File: config.mk
export PLATFORM = sky130hd
export DESIGN_NAME = fifo_word_unpacker
export DESIGN_NICKNAME = d
export VERILOG_FILES = /design/src/rtl/fifo_word_unpacker.sv
export SDC_FILE = /design/constraint.sdc
export NUM_CORES = 1
export LEC_CHECK = 0
export CORE_MARGIN = 2
export CORE_UTILIZATION = 40
export CTS_BUF_LIST = sky130_fd_sc_hd__clkbuf_8
export CTS_CLUSTER_SIZE = 28
export DETAILED_ROUTE_END_ITERATION = 8
export PLACE_DENSITY_LB_ADDON = 0.08
export SYNTH_ARGS = -nofsm -noshare
export SYNTH_HDL_FRONTEND = slang
export SYNTH_SLANG_ARGS = --single-unit
File: constraint.sdc
create_clock -name clk -period 3.95 [get_ports clk]
set_input_delay 0.9875 -clock clk [delete_from_list [all_inputs] [get_ports clk]]
set_output_delay 0.9875 -clock clk [all_outputs]
set_load 0.05 [all_outputs]
File: src/rtl/fifo_word_unpacker.sv
// Pulls DWIDTH-bit words from a synchronous FIFO and streams them out as
// OWIDTH-bit chunks, MSB chunk first, over a valid/ready handshake.
module fifo_word_unpacker #(
  parameter int DWIDTH = 32,
  parameter int OWIDTH = 8,
  parameter int CWIDTH = 16
) (
  input  logic              clk,
  input  logic              reset,
  input  logic              fifo_empty,
  input  logic [DWIDTH-1:0] fifo_dout,
  output logic              fifo_r_en,
  output logic [OWIDTH-1:0] out_data,
  output logic              out_valid,
  input  logic              out_ready,
  output logic              out_last,
  output logic              busy,
  output logic [CWIDTH-1:0] words_done
);

  localparam int NCHUNK = DWIDTH / OWIDTH;
  localparam int CNTW   = (NCHUNK > 1) ? $clog2(NCHUNK) : 1;

  typedef enum logic [1:0] {
    IDLE  = 2'd0,
    FETCH = 2'd1,
    SEND  = 2'd2
  } state_t;

  state_t            state;
  state_t            state_nxt;
  logic [DWIDTH-1:0] shift_reg;
  logic [CNTW-1:0]   chunk_cnt;
  logic              last_chunk;

  assign last_chunk = (chunk_cnt == CNTW'(NCHUNK - 1));

  always_ff @(posedge clk or negedge reset) begin
    if (!reset) begin
      state <= IDLE;
    end else begin
      state <= state_nxt;
    end
  end

  always_comb begin
    state_nxt = state;
    fifo_r_en = 1'b0;
    out_valid = 1'b0;
    out_last  = 1'b0;
    out_data  = '0;
    busy      = (state != IDLE);
    case (state)
      IDLE: begin
        // Gated by reset so no pop can be requested while the block is held.
        fifo_r_en = reset & ~fifo_empty;
        if (!fifo_empty) begin
          state_nxt = FETCH;
        end
      end
      FETCH: begin
        state_nxt = SEND;
      end
      SEND: begin
        out_valid = 1'b1;
        out_data  = shift_reg[DWIDTH-1 -: OWIDTH];
        out_last  = last_chunk;
        if (out_ready && last_chunk) begin
          state_nxt = IDLE;
        end
      end
      default: begin
        state_nxt = IDLE;
      end
    endcase
  end

  always_ff @(posedge clk or negedge reset) begin
    if (!reset) begin
      shift_reg  <= '0;
      chunk_cnt  <= '0;
      words_done <= '0;
    end else begin
      case (state)
        FETCH: begin
          shift_reg <= fifo_dout;
          chunk_cnt <= '0;
        end
        SEND: begin
          if (out_ready) begin
            shift_reg <= shift_reg << OWIDTH;
            if (last_chunk) begin
              // Counter returns to zero rather than reaching NCHUNK.
              chunk_cnt  <= '0;
              words_done <= words_done + CWIDTH'(1);
            end else begin
              chunk_cnt <= chunk_cnt + CNTW'(1);
            end
          end
        end
        default: begin
        end
      endcase
    end
  end

endmodule
==> flow_summary.ini <==
[logic_synthesis]
netlist_area_mm2 = 0.00243
seq_area_frac_synth_pct = 53.4
avgSynthCellArea_um2 = 10.3
synth.distinct_cells = 30
synthesis.nets = 275
yosysWarnings = 0
synthCells = 237
ys_ff_latch = 52

[sta]
fin_setup_tns_ns = 0
clock_skew_ns = 0.00455
period_share_pct = 86.5
min_period_ns = 3.42
finalHoldViolCount = 0
final_max_slew_viol_count = 0
worst_pin_slew_ns = 0.837
finalSetupViolations = 0
clock.fmax_mhz = 293
slew_headroom_pct = 44.0
rsz0062_at_grt = false

[worst_hold_path]
min_to = words_done[15]$_DFFE_PN0P_
hold_start = words_done[15]$_DFFE_PN0P_
min_path_type = flop to flop
holdPathStages = 1

[pwr]
p_per_area_mw_per_mm2 = 638
ir_drop_mv = 0.422
p_leak_nw = 1.45

[floorplanning]
start_util_pct = 41.4
coreArea_mm2 = 0.00589
die_y_um = 82.0
boundaryPins = 64
std_cell_rows = 28
dieArea_mm2 = 0.00673
die_w_um = 82.0

[place]
port_buffers = 63
gp_congestion = 0.725
placed_area_mm2 = 0.00316
dpl.hpwl_um = 3430

[drt]
drc = 0
viasPerCell = 4.82
firstDrtPassIters = 4
final_antenna_net_count = 0
wl_per_cell_um = 12.9
routed_wl_um = 4850
vias = 1814
drtIter0Drc = 103

[clock_tree]
cts_tree = built
cts.sink_count = 52
clock_latency_ns = 0.31
cts_buffers = 5
cts_buffer_depth = 2
cts-root-buf = clkbuf_8
cts_hold_buffers = 0
cts_setup_buffers = 0
clkSlewWorstSetupHoldPaths_ns = 0.09
h-tree-depth = 2
ctsResizeCount = 0

[global_routing]
grt_pass1_wl_um = 8200
grt_usage_pct = 16.2
grt_overflow_total = 0
grt_max_degree = 52
grt_pass1_vias = 1732
antenna_found_initial = 0

[finish]
antenna_cells = 0
layout_commonest_cell = clkdlybuf4s50_1
final_cell_mix = 62 x clkdlybuf4s50_1, 52 x dfrtp_1, 47 x nand2_1
area_growth_pct = 34.9
largest_reg_flops = 32
nets = 338
drive_above_1_share_pct = 7.64
fin_area_mm2 = 0.00328

[run]
max_cap_violations = 0

[critical_path]
rr_startpoint = state[1]$_DFFE_PN0P_
worstPathMaxFanout = 2
startpoint_type = input pin
end_kind = output pin
r2r_slack_ns = 1.76
reg2reg_to = shift_reg[29]$_DFFE_PN0P_
path_class = input pin to output pin
worst_ep_required_time_ns = 2.96
worst_ep_arrival_time_ns = 2.43
rr_worst_depth = 5

[outcome]
status = finished, final reports clean
[cell type report]
class,instances,area (µm²)
timing repair buffer,69,671
inverter,2,7.51
multi-input combinational,170,1080
clock inverter,1,30.0
clock buffer,7,96.3
tap,75,93.8
sequential,52,1300
fill,532,2600
[logic make-up after synthesis]
| logic type | count (synthesis) | synth area share [%] |
|---|---|---|
| AO/OA/AOI/OAI | 44 | 9.61 |
| XOR/XNOR | 15 | 5.40 |
| adder cells (fa/ha/maj) | 2 | 1.03 |
| buffers and inverters | 15 | 2.78 |
| flip-flops | 52 | 53.4 |
| multiplexers | 24 | 9.87 |
| AND/OR/NAND/NOR | 85 | 17.9 |
[metal layers]
layer	vias to the layer above	wire [µm]	part of all wire (%)	GRT usage (%)
li1	932	-	-	-
met1	830	2370	49	22.8
met2	44	2160	45	24.5
met3	8	243	5.0	3.41
met4	0	75	1.5	6.00
met5	-	0	0	0
[critical path, stage by stage]
cell and delay [ns]:
clkdlybuf4s50_1 0.39, nor2_1 0.12, and2_1 0.13, clkdlybuf4s50_1 0.80
[per-stage QoR]
step / utilization (%) / hold slack [ns] / worst slack [ns] / cells / power, mW
detailed placement: 53.7 / 0.463 / 0.528 / 368 / 1.72
global route: 55.8 / 0.465 / 0.445 / 376 / 2.25
CTS: 55.8 / 0.474 / 0.523 / 376 / 2.12
finish: 55.8 / 0.473 / 0.533 / 376 / 2.09
floorplan: - / 0.442 / 1.07 / 237 / 1.45
global placement: 53.7 / 0.455 / 0.541 / 368 / 1.70
[worst max-delay path by stage]
stage,startpoint,endpoint,slack (ns),cells after the start
floorplan,state[1]$_DFFE_PN0P_,out_data[0],1.07,4
global placement,fifo_empty,fifo_r_en,0.54,4
detailed placement,fifo_empty,fifo_r_en,0.53,4
CTS,fifo_empty,fifo_r_en,0.52,4
global route,fifo_empty,fifo_r_en,0.45,4
finish,fifo_empty,fifo_r_en,0.53,4
[synthesized netlist by cell type, drive strengths merged]
cell type,number,area share (%)
or2b,1,0.31
nand2b,1,0.26
dfrtp,52,53
nor4,1,0.87
a21oi,8,1.6
or2,2,0.51
clkbuf,6,0.92
a21boi,1,0.31
ha,2,1.0
mux2i,24,9.9
nor2b,2,0.51
nand3,4,0.82
nand4,3,0.77
inv,2,0.31
xor2,3,1.1
or3,1,0.26
or3b,1,0.36
nand4b,1,0.98
and2,11,2.8
a31oi,1,0.26
xnor2,12,4.3
o21ai,26,5.3
and3,2,0.51
nor2,7,1.2
buf,7,1.5
o22ai,8,2.1
or4,1,0.46
nand2,47,7.2
[report_power, final]
| group | internal [mW] | total, mW | switching [mW] |
|---|---|---|---|
| clock | 0.224 | 0.397 | 0.173 |
| sequential | 0.707 | 0.807 | 0.100 |
| combinational | 0.365 | 0.890 | 0.525 |
Power figures use the tool's default switching activity.
